`config.mk`:
```
export PLATFORM = sky130hd
export DESIGN_NAME = tmds_decoder
export DESIGN_NICKNAME = d
export VERILOG_FILES = /design/src/rtl/tmds_pkg.sv /design/src/rtl/tmds_channel_decoder.sv /design/src/rtl/tmds_decoder.sv
export SDC_FILE = /design/constraint.sdc
export NUM_CORES = 1
export LEC_CHECK = 0
export BUFFER_PORTS_ARGS = -buffer_cell sky130_fd_sc_hd__buf_2
export CORE_MARGIN = 2
export CORE_UTILIZATION = 45
export CTS_CLUSTER_DIAMETER = 80
export DETAILED_ROUTE_END_ITERATION = 10
export SLEW_MARGIN = 40
export SYNTH_ARGS = -nofsm -noshare
export SYNTH_HDL_FRONTEND = slang
export SYNTH_HIERARCHICAL = 1
export SYNTH_SLANG_ARGS = --single-unit
export TNS_END_PERCENT = 50
```
`constraint.sdc`:
```
create_clock -name clk_2x -period 4.5 [get_ports clk_2x]
set_input_delay 0.225 -clock clk_2x [delete_from_list [all_inputs] [get_ports clk_2x]]
set_output_delay 0.225 -clock clk_2x [all_outputs]
set_load 0.03 [all_outputs]
```
`src/rtl/tmds_pkg.sv`:
```
// Shared TMDS definitions: control tokens, alignment FSM states and the data-symbol decoder.
// Also intended for reuse by testbench reference models.
package tmds_pkg;

    localparam logic [9:0] TokenC00 = 10'h354;
    localparam logic [9:0] TokenC01 = 10'h0AB;
    localparam logic [9:0] TokenC10 = 10'h154;
    localparam logic [9:0] TokenC11 = 10'h2AB;

    typedef enum logic {
        StSearch,
        StLocked
    } align_state_e;

    function automatic logic is_ctl_token(input logic [9:0] q);
        return (q == TokenC00) || (q == TokenC01) || (q == TokenC10) || (q == TokenC11);
    endfunction

    // Undo DVI 1.0 transition minimisation: q[9] = inverted, q[8] = XOR (1) or XNOR (0) chain.
    function automatic logic [7:0] tmds_decode_data(input logic [9:0] q);
        logic [7:0] t;
        logic [7:0] d;
        t = q[9] ? ~q[7:0] : q[7:0];
        d[0] = t[0];
        for (int i = 1; i < 8; i++) begin
            d[i] = q[8] ? (t[i] ^ t[i-1]) : ~(t[i] ^ t[i-1]);
        end
        return d;
    endfunction

endpackage

```
`src/rtl/tmds_channel_decoder.sv`:
```
// One TMDS lane: 20-bit alignment window, offset search/lock FSM and symbol decode.
// The aligned word is registered (stage 2); decode outputs are combinational from it.
module tmds_channel_decoder
    import tmds_pkg::*;
#(
    parameter int unsigned LOCK_COUNT     = 8,
    parameter int unsigned SEARCH_TIMEOUT = 2048,
    parameter int unsigned LOSS_TIMEOUT   = 4096
) (
    input  logic       clk_2x,
    input  logic       reset,
    input  logic [9:0] tmds_i,
    output logic [7:0] data_o,
    output logic       ctl_o,
    output logic [1:0] c_o,
    output logic       locked_o
);

    localparam int unsigned MatchW  = $clog2(LOCK_COUNT + 1);
    localparam int unsigned SearchW = $clog2(SEARCH_TIMEOUT);
    localparam int unsigned LossW   = $clog2(LOSS_TIMEOUT);

    logic [9:0]         cur_q, prev_q, aligned_q;
    logic [19:0]        window;
    logic [9:0]         aligned_d;
    align_state_e       state_q, state_d;
    logic [3:0]         offset_q, offset_d, offset_next;
    logic [MatchW-1:0]  match_q, match_d;
    logic [SearchW-1:0] search_q, search_d;
    logic [LossW-1:0]   loss_q, loss_d;
    logic               token;

    // Earlier word sits in the low half so bit order matches arrival order.
    assign window    = {cur_q, prev_q};
    assign aligned_d = window[{1'b0, offset_q} +: 10];

    assign token       = is_ctl_token(aligned_q);
    assign offset_next = (offset_q == 4'd9) ? 4'd0 : offset_q + 4'd1;

    always_ff @(posedge clk_2x) begin
        if (reset) begin
            cur_q     <= '0;
            prev_q    <= '0;
            aligned_q <= '0;
            state_q   <= StSearch;
            offset_q  <= '0;
            match_q   <= '0;
            search_q  <= '0;
            loss_q    <= '0;
        end else begin
            cur_q     <= tmds_i;
            prev_q    <= cur_q;
            aligned_q <= aligned_d;
            state_q   <= state_d;
            offset_q  <= offset_d;
            match_q   <= match_d;
            search_q  <= search_d;
            loss_q    <= loss_d;
        end
    end

    always_comb begin
        state_d  = state_q;
        offset_d = offset_q;
        match_d  = match_q;
        search_d = search_q;
        loss_d   = loss_q;
        case (state_q)
            StSearch: begin
                if (search_q != SearchW'(SEARCH_TIMEOUT - 1)) begin
                    search_d = search_q + SearchW'(1);
                end
                if (!token) begin
                    match_d = '0;
                end else if (match_q != MatchW'(LOCK_COUNT)) begin
                    match_d = match_q + MatchW'(1);
                end
                // Lock takes priority over a simultaneous search timeout.
                if (token && (match_q == MatchW'(LOCK_COUNT - 1))) begin
                    state_d  = StLocked;
                    match_d  = '0;
                    search_d = '0;
                    loss_d   = '0;
                end else if (search_q == SearchW'(SEARCH_TIMEOUT - 1)) begin
                    offset_d = offset_next;
                    match_d  = '0;
                    search_d = '0;
                end
            end
            StLocked: begin
                if (token) begin
                    loss_d = '0;
                end else if (loss_q == LossW'(LOSS_TIMEOUT - 1)) begin
                    state_d  = StSearch;
                    offset_d = offset_next;
                    loss_d   = '0;
                    match_d  = '0;
                    search_d = '0;
                end else begin
                    loss_d = loss_q + LossW'(1);
                end
            end
            default: state_d = StSearch;
        endcase
    end

    always_comb begin
        c_o = 2'b00;
        case (aligned_q)
            TokenC01: c_o = 2'b01;
            TokenC10: c_o = 2'b10;
            TokenC11: c_o = 2'b11;
            default:  c_o = 2'b00;
        endcase
    end

    assign ctl_o    = token;
    assign data_o   = tmds_decode_data(aligned_q);
    assign locked_o = (state_q == StLocked);

endmodule

```
`src/rtl/tmds_decoder.sv`:
```
// Three-lane TMDS receiver: per-lane alignment/decode plus cross-lane enable, sync,
// lock and skew reporting. Fixed 3-cycle latency from raw word to registered outputs.
module tmds_decoder
    import tmds_pkg::*;
#(
    parameter int unsigned LOCK_COUNT     = 8,
    parameter int unsigned SEARCH_TIMEOUT = 2048,
    parameter int unsigned LOSS_TIMEOUT   = 4096
) (
    input  logic       clk_2x,
    input  logic       reset,
    input  logic [9:0] tmds_ch0,
    input  logic [9:0] tmds_ch1,
    input  logic [9:0] tmds_ch2,
    output logic [7:0] red,
    output logic [7:0] green,
    output logic [7:0] blue,
    output logic       vde,
    output logic       hsync,
    output logic       vsync,
    output logic [2:0] channel_locked,
    output logic       locked,
    output logic       skew_error
);

    logic [2:0] ctl;
    logic [7:0] ch_data [3];
    logic [1:0] sync_c;
    logic [1:0] unused_c1, unused_c2;

    logic       locked_q;
    logic       vde_q, vde_d;
    logic       skew_q, skew_d;
    logic       hsync_q, hsync_d, vsync_q, vsync_d;
    logic [7:0] red_q, red_d, green_q, green_d, blue_q, blue_d;

    tmds_channel_decoder #(
        .LOCK_COUNT     (LOCK_COUNT),
        .SEARCH_TIMEOUT (SEARCH_TIMEOUT),
        .LOSS_TIMEOUT   (LOSS_TIMEOUT)
    ) u_ch0 (
        .clk_2x   (clk_2x),
        .reset    (reset),
        .tmds_i   (tmds_ch0),
        .data_o   (ch_data[0]),
        .ctl_o    (ctl[0]),
        .c_o      (sync_c),
        .locked_o (channel_locked[0])
    );

    tmds_channel_decoder #(
        .LOCK_COUNT     (LOCK_COUNT),
        .SEARCH_TIMEOUT (SEARCH_TIMEOUT),
        .LOSS_TIMEOUT   (LOSS_TIMEOUT)
    ) u_ch1 (
        .clk_2x   (clk_2x),
        .reset    (reset),
        .tmds_i   (tmds_ch1),
        .data_o   (ch_data[1]),
        .ctl_o    (ctl[1]),
        .c_o      (unused_c1),
        .locked_o (channel_locked[1])
    );

    tmds_channel_decoder #(
        .LOCK_COUNT     (LOCK_COUNT),
        .SEARCH_TIMEOUT (SEARCH_TIMEOUT),
        .LOSS_TIMEOUT   (LOSS_TIMEOUT)
    ) u_ch2 (
        .clk_2x   (clk_2x),
        .reset    (reset),
        .tmds_i   (tmds_ch2),
        .data_o   (ch_data[2]),
        .ctl_o    (ctl[2]),
        .c_o      (unused_c2),
        .locked_o (channel_locked[2])
    );

    always_comb begin
        vde_d   = locked_q & ~(|ctl);
        skew_d  = locked_q & (|ctl) & ~(&ctl);
        blue_d  = vde_d ? ch_data[0] : 8'h00;
        green_d = vde_d ? ch_data[1] : 8'h00;
        red_d   = vde_d ? ch_data[2] : 8'h00;
        hsync_d = hsync_q;
        vsync_d = vsync_q;
        // Syncs only ride on lane 0 and are held through active video.
        if (locked_q && ctl[0]) begin
            hsync_d = sync_c[0];
            vsync_d = sync_c[1];
        end
    end

    always_ff @(posedge clk_2x) begin
        if (reset) begin
            locked_q <= 1'b0;
            vde_q    <= 1'b0;
            skew_q   <= 1'b0;
            hsync_q  <= 1'b0;
            vsync_q  <= 1'b0;
            red_q    <= '0;
            green_q  <= '0;
            blue_q   <= '0;
        end else begin
            locked_q <= &channel_locked;
            vde_q    <= vde_d;
            skew_q   <= skew_d;
            hsync_q  <= hsync_d;
            vsync_q  <= vsync_d;
            red_q    <= red_d;
            green_q  <= green_d;
            blue_q   <= blue_d;
        end
    end

    assign red        = red_q;
    assign green      = green_q;
    assign blue       = blue_q;
    assign vde        = vde_q;
    assign hsync      = hsync_q;
    assign vsync      = vsync_q;
    assign locked     = locked_q;
    assign skew_error = skew_q;

endmodule
```
==> key figures <==
Setup path
  – WP data required: 4.93 ns
  – Reg2reg start: u_ch0/aligned_q[0]
  – Crit Path Max Fanout: 18
  – Worst Setup Path Type: reg -> reg
  – Data arrival, critical path: 3.08 ns
  – R2R depth: 9
  – CP endpoint kind: flip-flop
  – Worst reg2reg setup slack: 1.85 ns
  – Startpoint types: flip-flop
  – Worst R2R End: green[2]

Timing
  – Max Fclk: 377.0 MHz
  – Max transition margin: 0.5018
  – Fin Clk Skew: 0.02339 ns
  – Fin. Hold Viols: 0
  – Setup_tns: 0 ns
  – RSZ-0062 raised after global routing: no
  – Worst-Margin Slew: 0.7463 ns
  – Final min period: 2.653 ns
  – Slew Viols, Final: 0
  – Final Cycle Share: 0.5895
  – Setup violators final: 0

Worst hold path
  – Hold path cells: 2
  – Hold Crit Class: in -> reg
  – Hold Crit Endpoint: u_ch1/loss_q[0]
  – Hold Crit Start: reset

Routing
  – Drt first pass iters: 7
  – First DRT Iteration DRCs: 686
  – DRC Markers: 0
  – DRT Wirelength: 24.55 mm
  – DR vias: 9053
  – Drt wl/cell: 15.14 um
  – Vias per cell: 5.581
  – Antenna viol nets, final: 0

Die
  – Core area: 24960 um^2
  – Initial Utilization: 0.4547
  – Die Height: 162.8 um
  – # IOs: 64
  – Die X: 162.8 um
  – Die area: 26510 um^2
  – Rows: 58

Clock network
  – Worst skew pair latency: 0.52 ns
  – CTS Hold Bufs: 30
  – # clock sinks: 215
  – Cts bufs inserted: 25
  – Clk Tree Root Cell: clkbuf_16
  – H-tree Lvls: 1
  – TritonCTS clock tree: done
  – Largest buffer count on any clock path: 3
  – Post-cts sizing count: 0
  – Post-CTS Setup Inserts: 0
  – CTS clock-pin slew for the worst setup and hold paths: 0.06 ns

Global routing
  – Overall routing resource usage: 0.1838
  – Global routing usage on met1: 0.2540
  – Largest net degree at the start of global routing: 105
  – Met2 usage: 0.3037
  – Most Used Layer, Global Route: met2
  – Vias in the first global route: 8270
  – Grt ovf: 0
  – First-pass GRT wire length: 41.03 mm
  – Initial antenna violation count: 0
  – Met3 Use GR: 0.02597

Place
  – Placed insts: 1550
  – Hpwl dp: 16.59 mm
  – Number of port buffers: 63
  – Gpl congestion: 0.8087
  – Post-placement cell area: 11780 um^2

Finish
  – Fin area: 12930 um^2
  – Layout Utilization: 0.5178
  – Finished Layout Cells: 1622
  – Area grow syn2layout: 13.88%
  – Fraction of layout cells with a size suffix above 1: 0.1533
  – Nets: 1345
  – Antenna Cells: 0

Synth
  – Yosys warning count: 6
  – Syn_area_per_cell: 9.213 um^2
  – Syn_nets: 1300
  – Mapped Area: 11350 um^2
  – Post-synthesis cell count: 1232

Power
  – Max VDD drop: 0.2504 mV
  – PwrDens: 328.2 nW/um^2
  – Pleak: 0.004688 uW

Flow run
  – Max-Cap Viols: 0

Status
  – Status: finished, final reports clean
[worst max path at each step]
| stage | depth (start not counted) | slack [ns] | end | start |
|---|---|---|---|---|
| after global routing | 9 | 1.68 | red[5] | u_ch0/aligned_q[0] |
| after detailed placement | 9 | 1.86 | green[2] | u_ch0/aligned_q[0] |
| final | 9 | 1.85 | green[2] | u_ch0/aligned_q[0] |
| after floorplan | 10 | 2.33 | blue[0] | u_ch0/aligned_q[3] |
| after CTS | 9 | 1.83 | green[2] | u_ch0/aligned_q[0] |
| after global placement | 9 | 1.92 | green[3] | u_ch0/aligned_q[3] |
[layer usage]
| layer | wire (um) | share of wire | up-vias |
|---|---|---|---|
| met5 | 0 | 0 | - |
| met4 | 376 | 0.015 | 0 |
| met3 | 959 | 0.039 | 29 |
| met2 | 11540 | 0.47 | 170 |
| met1 | 11670 | 0.48 | 4278 |
| li1 | - | - | 4576 |
[through the flow]
step	total power [uW]	worst slack, ns	hold WS, ns
3_3_place_gp	2203	1.919	0.4318
3_5_place_dp	2204	1.858	0.4376
4_1_cts	4305	1.827	0.2285
5_1_grt	4410	1.677	0.3570
6_report	4242	1.847	0.3290
2_1_floorplan	2149	2.328	0.3532
[final cells by class]
class,count,area (um^2)
clock buffer,34,689.4
clock inverter,8,146.4
fill,2288,12040
inverter,53,198.9
multi-input combinational,884,6492
sequential,215,4312
tap,330,412.9
timing repair buffer,98,674.4
[where the power goes]
part,total (uW),leakage [uW],switching [uW],internal (uW)
clock network,2060,0.000406,767,1290
registers,1980,0.00175,31.6,1940
logic,206,0.00253,101,105
total,4240,0.00469,900,3340
[worst max-delay path: stages (launching register included)]
cell and delay, ns:
dfxtp_1 0.38, inv_1 0.06, ha_1 0.19, and3_1 0.16, and3_4 0.21, nor2_4 0.13
inv_2 0.13, or4b_1 0.76, buf_4 0.33, nor3b_2 0.22
[registers in the layout (all words and copies together) (netlist names), 8 cells and up]
register,flops
blue,8
u_ch2/aligned_q,10
u_ch1/loss_q,12
green,8
u_ch1/prev_q,10
u_ch1/aligned_q,10
u_ch2/loss_q,12
u_ch0/aligned_q,10
u_ch0/loss_q,12
u_ch2/search_q,11
u_ch2/prev_q,10
u_ch1/cur_q,10
u_ch0/search_q,11
red,8
u_ch0/prev_q,10
u_ch0/cur_q,10
u_ch2/cur_q,10
u_ch1/search_q,11
[placed cells by master (no fill, tap or decap), types with 7 or more instances in the layout]
cell	n
xnor2_1	16
a31oi_1	9
a41oi_1	15
nand4_1	7
and3_1	26
dlygate4sd3_1	30
nand2b_1	9
o21ai_1	17
mux2_2	12
nor3b_2	19
a22oi_1	8
or3_1	12
a311oi_1	28
clkbuf_16	25
mux2i_1	79
nand2_1	45
nand3_1	44
dfxtp_1	209
nor2_1	79
nor2b_1	75
ha_1	36
inv_1	47
nand3b_1	12
a211oi_1	62
nor3b_1	9
buf_2	62
or4_1	10
a21oi_1	79
o21ai_0	33
and2_1	23
nor3_1	10
xor2_1	17
Note: power is estimated with default switching activity, not from simulation.
